`config.mk`:
```
export PLATFORM = sky130hd
export DESIGN_NAME = sync_ram_clr
export DESIGN_NICKNAME = d
export VERILOG_FILES = /design/src/rtl/ram_pkg.sv /design/src/rtl/ram_clear_fsm.sv /design/src/rtl/sync_ram_clr.sv
export SDC_FILE = /design/constraint.sdc
export NUM_CORES = 2
export LEC_CHECK = 0
export ABC_CLOCK_PERIOD_IN_PS = 16400
export CAP_MARGIN = 5
export CORE_AREA = 4 4 454 456
export CTS_CLUSTER_SIZE = 14
export DETAILED_ROUTE_END_ITERATION = 7
export DIE_AREA = 0 0 458 460
export SLEW_MARGIN = 0
export SYNTH_ARGS = -nofsm -noshare
export SYNTH_HDL_FRONTEND = slang
export SYNTH_SLANG_ARGS = --single-unit
```
`constraint.sdc`:
```
create_clock -name clk -period 16.4 [get_ports clk]
set_input_delay 3.28 -clock clk [delete_from_list [all_inputs] [get_ports clk]]
set_output_delay 3.28 -clock clk [all_outputs]
set_load 0.01 [all_outputs]
```
`src/rtl/ram_pkg.sv`:
```
// Shared constants for the sync_ram_clr storage block: read-during-write
// mode codes, clear-sequencer state encoding and the parity helper.
// Optional feature macro used by the block: SYNC_RAM_PARITY_EN.
package ram_pkg;

  localparam int RDW_WRITE_FIRST = 0;
  localparam int RDW_READ_FIRST  = 1;

  typedef logic [0:0] state_t;

  localparam state_t ST_CLEAR = 1'b0;
  localparam state_t ST_IDLE  = 1'b1;

  // Even parity over a word of up to 64 bits; callers zero-extend narrower data.
  function automatic logic even_parity(input logic [63:0] data);
    return ^data;
  endfunction

endpackage

```
`src/rtl/ram_clear_fsm.sv`:
```
// Clear sequencer for sync_ram_clr: walks the sweep counter over every
// address after reset or on clr_req, and owns the write port while busy.
module ram_clear_fsm
  import ram_pkg::*;
#(
  parameter int ADDR_W = 8
) (
  input  logic              clk,
  input  logic              rst_n,
  input  logic              clr_req_i,
  output logic              busy_o,
  output logic [ADDR_W-1:0] sweep_addr_o
);

  state_t            state_q, state_d;
  logic [ADDR_W-1:0] cnt_q, cnt_d;

  // Next-state logic: sweep one word per cycle, leave CLEAR after the last address.
  always_comb begin
    state_d = state_q;
    cnt_d   = cnt_q;
    case (state_q)
      ST_CLEAR: begin
        cnt_d = cnt_q + ADDR_W'(1);
        if (cnt_q == {ADDR_W{1'b1}}) begin
          state_d = ST_IDLE;
        end else begin
          state_d = ST_CLEAR;
        end
      end
      ST_IDLE: begin
        if (clr_req_i) begin
          cnt_d   = {ADDR_W{1'b0}};
          state_d = ST_CLEAR;
        end else begin
          state_d = ST_IDLE;
        end
      end
      default: begin
        cnt_d   = {ADDR_W{1'b0}};
        state_d = ST_CLEAR;
      end
    endcase
  end

  // State and counter registers; reset starts a fresh sweep from address 0.
  always_ff @(posedge clk or negedge rst_n) begin
    if (!rst_n) begin
      state_q <= ST_CLEAR;
      cnt_q   <= {ADDR_W{1'b0}};
    end else begin
      state_q <= state_d;
      cnt_q   <= cnt_d;
    end
  end

  assign busy_o       = (state_q == ST_CLEAR);
  assign sweep_addr_o = cnt_q;

endmodule

```
`src/rtl/sync_ram_clr.sv`:
```
// Single-port synchronous RAM with registered read data, read-valid strobe
// and a hardware clear sweep that fills every word with INIT_VAL.
// Optional macro SYNC_RAM_PARITY_EN adds a stored even-parity bit per word.
module sync_ram_clr
  import ram_pkg::*;
#(
  parameter int                DATA_W   = 8,
  parameter int                ADDR_W   = 8,
  parameter logic [DATA_W-1:0] INIT_VAL = '0,
  parameter int                RDW_MODE = RDW_WRITE_FIRST
) (
  input  logic              clk,
  input  logic              rst_n,
  input  logic              cs,
  input  logic              we,
  input  logic [ADDR_W-1:0] addr,
  input  logic [DATA_W-1:0] din,
  input  logic              clr_req,
  input  logic              err_inj,
  output logic [DATA_W-1:0] dout,
  output logic              rd_valid,
  output logic              busy,
  output logic              par_err
);

  localparam int DEPTH = 2 ** ADDR_W;
`ifdef SYNC_RAM_PARITY_EN
  localparam int MEM_W = DATA_W + 1;
`else
  localparam int MEM_W = DATA_W;
`endif

  logic [MEM_W-1:0]  mem_q [DEPTH];
  logic              busy_s;
  logic [ADDR_W-1:0] sweep_addr_s;
  logic              accept_s;
  logic              wr_en_s;
  logic [ADDR_W-1:0] wr_addr_s;
  logic [MEM_W-1:0]  wr_word_s;
  logic [MEM_W-1:0]  user_word_s;
  logic [MEM_W-1:0]  sweep_word_s;
  logic [MEM_W-1:0]  rd_word_s;
  logic              rd_par_err_s;
  logic [DATA_W-1:0] dout_q;
  logic              rd_valid_q;
  logic              par_err_q;

  ram_clear_fsm #(.ADDR_W(ADDR_W)) u_clear_fsm (
    .clk          (clk),
    .rst_n        (rst_n),
    .clr_req_i    (clr_req),
    .busy_o       (busy_s),
    .sweep_addr_o (sweep_addr_s)
  );

  // While the sweep runs, user accesses are dropped entirely.
  assign accept_s  = cs & ~busy_s;
  assign rd_word_s = mem_q[addr];

`ifdef SYNC_RAM_PARITY_EN
  assign user_word_s  = {even_parity(64'(din)) ^ err_inj, din};
  assign sweep_word_s = {even_parity(64'(INIT_VAL)), INIT_VAL};
  assign rd_par_err_s = even_parity(64'(rd_word_s[DATA_W-1:0])) != rd_word_s[DATA_W];
`else
  logic unused_err_inj_s;
  assign unused_err_inj_s = err_inj;
  assign user_word_s      = din;
  assign sweep_word_s     = INIT_VAL;
  assign rd_par_err_s     = 1'b0;
`endif

  // Write-port mux: the sweep owns the port while busy, otherwise accepted user writes.
  always_comb begin
    wr_en_s   = 1'b0;
    wr_addr_s = addr;
    wr_word_s = user_word_s;
    if (busy_s) begin
      wr_en_s   = 1'b1;
      wr_addr_s = sweep_addr_s;
      wr_word_s = sweep_word_s;
    end else if (accept_s && we) begin
      wr_en_s = 1'b1;
    end else begin
      wr_en_s = 1'b0;
    end
  end

  // Storage array; deliberately not reset, only the sweep initialises it.
  always_ff @(posedge clk) begin
    if (wr_en_s) begin
      mem_q[wr_addr_s] <= wr_word_s;
    end
  end

  // Read register: dout updates on every accepted access, rd_valid/par_err pulse on reads only.
  always_ff @(posedge clk or negedge rst_n) begin
    if (!rst_n) begin
      dout_q     <= {DATA_W{1'b0}};
      rd_valid_q <= 1'b0;
      par_err_q  <= 1'b0;
    end else begin
      rd_valid_q <= 1'b0;
      par_err_q  <= 1'b0;
      if (accept_s) begin
        if (we) begin
          if (RDW_MODE == RDW_READ_FIRST) begin
            dout_q <= rd_word_s[DATA_W-1:0];
          end else begin
            dout_q <= din;
          end
        end else begin
          dout_q     <= rd_word_s[DATA_W-1:0];
          rd_valid_q <= 1'b1;
          par_err_q  <= rd_par_err_s;
        end
      end
    end
  end

  assign dout     = dout_q;
  assign rd_valid = rd_valid_q;
  assign busy     = busy_s;
  assign par_err  = par_err_q;

endmodule

```
Word level (Yosys, flattened, before mapping)

Memory sizes are Yosys's and may differ from the RTL's. A register that Yosys moved wholly into a read port is not among the register bits.
Index checks and enable logic that the tools add are counted.

Register bits after elaboration: 10
Latch bits: 0
Memory bits (writable): 2048
ROM bits: 0
Input bits: 22
Output and inout port bits: 11
Word-level logic and storage cells: 24
Memories: 1

$add $sub $neg: 1
Multiply operators: 0
Divide/modulo/power cells: 0
$lt $le $gt $ge: 0
Equal/unequal tests: 2
Shift operators: 0
Mux-type cells: 13
Bitwise logic cells: 2
Reductions and logical operators: 2

Memories:

| memory | words | bits a word | rd ports | clocked after Yosys merged registers in | write ports | RTL line           | source |
|---|---|---|---|---|---|---|---|
| mem_q  | 256   | 8           | 1        | 1                                       | 1           | sync_ram_clr.sv:33 | `logic [MEM_W-1:0] mem_q [DEPTH];` |

Operator list:

| operator                                      | number |
|---|---|
| 2-to-1 mux 8 bit                              | 3 |
| case mux 8 bit (2 select lines)               | 1 |
| adder 8 x 1 -> 8 bit (second input constant)  | 1 |
| equality test 8 bit (second input constant)   | 1 |
| 2-to-1 mux 1 bit                              | 8 |
| inequality test 2 bit (second input constant) | 1 |
| case mux 1 bit (2 select lines)               | 1 |
| bitwise AND 1 bit                             | 1 |
| logical AND 1 bit                             | 1 |
| logical NOT 1 bit                             | 1 |
| NOT 1 bit                                     | 1 |

Depth between registers and ports, before layout

Depth after elaboration: 6
Mapped depth: 12
Mapped depth without buffers: 7

By module

A second synthesis with hierarchy kept.

Cells, all modules: 3726
Area total of the unflattened synthesis: 79865.3 um^2

By module, submodules not included:

| module        | times used | cells an instance | area each (um^2) | sequential area each (um^2) |
|---|---|---|---|---|
| sync_ram_clr  | 1          | 3676              | 79373.6          | 61724.2 |
| ram_clear_fsm | 1          | 50                | 491.7            | 225.2 |

Worst setup path before layout

Ideal clock, no wire load.

Path type: in2reg
From: in din[0]
To: mem mem_q[0][0] (netlist name), data pin
Library setup time: 0.867 ns
Arrival: 6.507 ns
Required time: 15.533 ns
Setup slack: 9.026 ns
Cell stages on the path: 1
Buffers on the path: 0
Cell sequence: and2_1

Word-level cells in the longest chain between the ends: 1

RTL lines:

| what             | RTL line           | source |
|---|---|---|
| start, declared  | sync_ram_clr.sv:17 | `input logic [DATA_W-1:0] din,` |
| 2-to-1 mux 8 bit | sync_ram_clr.sv:77 | `if (busy_s) begin` |
| end, declared    | sync_ram_clr.sv:33 |  |

No other way between the ends.

==> results_dict.tcl <==
set metrics [dict create \
    synth-simple-area-share 0.0325 \
    cts_tree "yes" \
    cts_setup_buffers 0 \
    cts_max_path_buffers 3 \
    die_y_um 460 \
    cts_sinks 2066 \
    synth_fa_ha_area_frac 0.000155 \
    clk_latency_ns 0.82 \
    stdcell_count 6759 \
    final_common_cell "edfxtp_1" \
    design_area_um2 89700 \
    htreeDepth 4 \
    dieArea_um2 211000 \
    synth_edf_count 2048 \
    core_area_um2 202000 \
    antenna_found_initial 2 \
    synth_top_family_by_area "multiplexers" \
    synth-seq-cells 2066 \
    slew_violations 0 \
    grt_pass1_vias 38300 \
    firstDrtPassIters 8 \
    syn_area_um2 80600 \
    first_iter_violations 4338 \
    fmax_ghz 0.134 \
    critPathLaunchType "input pin" \
    required_ns 17.11 \
    drive_gt1_frac 0.218 \
    hold_viol 0 \
    synth_top_area_frac 0.763 \
    final_nets 3944 \
    ys_types 62 \
    syn-num-nets 3889 \
    clockRootBuffer "clkbuf_16" \
    avgRoutedWirePerCell_um 28.2 \
    start_util 0.400 \
    place.gp.congestion 0.854 \
    syn_to_final_growth_pct 11.3 \
    max-cap-violations 0 \
    ir_drop_mv 0.105 \
    drc 0 \
    period_needed_ns 7.44 \
    cts_hold_buf 0 \
    synth.area.mux_share 0.157 \
    via_count 38300 \
    setup_viol 0 \
    hold_class "flop to flop" \
    ys_dominant_reg_cell "edfxtp_1" \
    place_hpwl_mm 113 \
    cp_max_fo 62 \
    drtAntennaViolNets 0 \
    grt_max_degree 105 \
    tightestPinTransition_ns 1.20 \
    pin_count 33 \
    slew_headroom 0.197 \
    p_total_mw 11.1 \
    rsz0062_at_grt "no" \
    portBuffers 30 \
    placed_area_um2 83500 \
    syn_inst 3866 \
    synth_warnings 0 \
    grt_overflow 0 \
    cts_buffers 196 \
    arrival_ns 8.14 \
    synth_xor_area_frac 0.000543 \
    final_cell_mix "2,048 x edfxtp_1, 474 x mux4_2, 300 x nor2_1" \
    fin_crit_sh 0.453 \
    status "finished, final reports clean" \
    synth.avg_cell_area_um2 20.9 \
    synth_top_cell_by_area "edfxtp_1" \
    vias_per_cell 5.67 \
    clkTransAtPathRegs_ns 0.06 \
    end_kind "flop" \
    p_leak_nw 28.0 \
    power_density_nw_per_um2 124 \
    placed_cells 6395 \
    grt_pass1_wl_mm 276 \
    synthTopCellsByArea "edfxtp_1 76%, mux4_2 13%, mux2i_1 1.7%" \
    die_w_um 458 \
    num_rows 165 \
    grt_usage 0.179 \
    fin_setup_tns_ns 0 \
    finalClockSkew_ns 0.0364 \
    synth_compound_area_frac 0.0253 \
    routed_wl_mm 191 \
    cts_resized 0 \
    synth-seq-area-share 0.768 \
    synthArstFlopShare 0.00871 \
    worstSetupPathType "input pin to flop" \
]
==> critical path: stages <==
cell     delay [ns]
buf_8          0.48
buf_4          0.75
buf_4          0.77
mux4_2         0.65
o22ai_1        0.29
nor3_1         0.13
nor4_1         1.03
nor3_1         0.32
a31o_1         0.31
==> layout make-up <==
type	instances	area, µm²
clock inverters	106	886
inverters	14	52.6
repair buffers	88	746
well taps	2672	3340
fillers	16900	112000
clock buffers	256	5300
flip-flops and latches	2066	61900
multi-input cells	1555	17400
diodes	2	5.00
==> sequential cells by signal, indices dropped and copies added (netlist names) <==
register and flops:
u_clear_fsm.sweep_addr_o 8, rd_valid 1, u_clear_fsm.state_q 1, mem_q 2048
dout 8
==> synthesized netlist by cell type (3+ instances only) <==
cell          n
nand3_1      53
nor3_1       34
or2_2         4
nor2_1      300
buf_4        24
and2_1       16
o311a_1       7
o221ai_1     11
a31oi_1       3
a31o_1        7
nand2b_1     18
xor2_1        3
a211oi_1     34
clkbuf_1     83
o22ai_1     112
o21ai_0      35
or3_1        20
dfrtp_1      18
o211ai_1      6
a22oi_1      24
a211o_1       7
nor4_1       15
a21oi_1      14
mux4_2      474
nand2_1      91
buf_6        24
o21ai_1       7
edfxtp_1   2048
a32o_1        3
o2111ai_1     7
buf_2        86
mux2i_1     135
a221oi_1      8
mux2_2       56
inv_1        13
and3b_1       4
buf_1        13
nor2b_1      17
==> per-layer routing <==
layer  vias to the layer above  GRT usage  wire, µm
li1                      16200          -         -
met1                     20500      0.260     82100
met2                      1340      0.273     88600
met3                       307     0.0355     13500
met4                         0     0.0622      6590
met5                         -          0         0
==> stage by stage <==
step	setup WS (ns)	util	hold slack (ns)
2_1_floorplan	9.03	-	0.524
3_3_place_gp	8.05	0.414	0.563
3_5_place_dp	8.03	0.414	0.566
4_1_cts	8.92	0.445	0.582
5_1_grt	8.65	0.445	0.592
6_report	8.96	0.445	0.581
==> power breakdown <==
group / internal, mW / switching (mW) / leakage (nW)
logic: 0.238 / 0.564 / 5.72
clock network: 2.48 / 1.92 / 3.04
registers: 5.85 / 0.0422 / 19.2
total: 8.57 / 2.53 / 28.0
==> logic make-up (layout without fill, tap and decap cells) <==
group,Yosys count,after routing
buf+inv,245,464
other cells,1,3
flops,2066,2066
mux,665,665
fa+ha+maj,1,1
xor+xnor,5,5
simple gates,586,586
compound gates,297,297
==> final timing paths <==
check                                    startpoint                     endpoint  slack [ns]  cells past startpoint
worst max-delay path                        addr[0]                      dout[6]        8.96                      9
worst min-delay path                        dout[5]                      dout[5]        0.58                      2
worst max register to register  u_clear_fsm.state_q                mem_q[135][7]       11.98                      5
worst min register to register              dout[5]                      dout[5]        0.58                      2
max in group asynchronous                     rst_n  u_clear_fsm.sweep_addr_o[0]       12.72                      1
min in group asynchronous                     rst_n                     rd_valid        3.03                      1
Power figures use the tool's default switching activity.
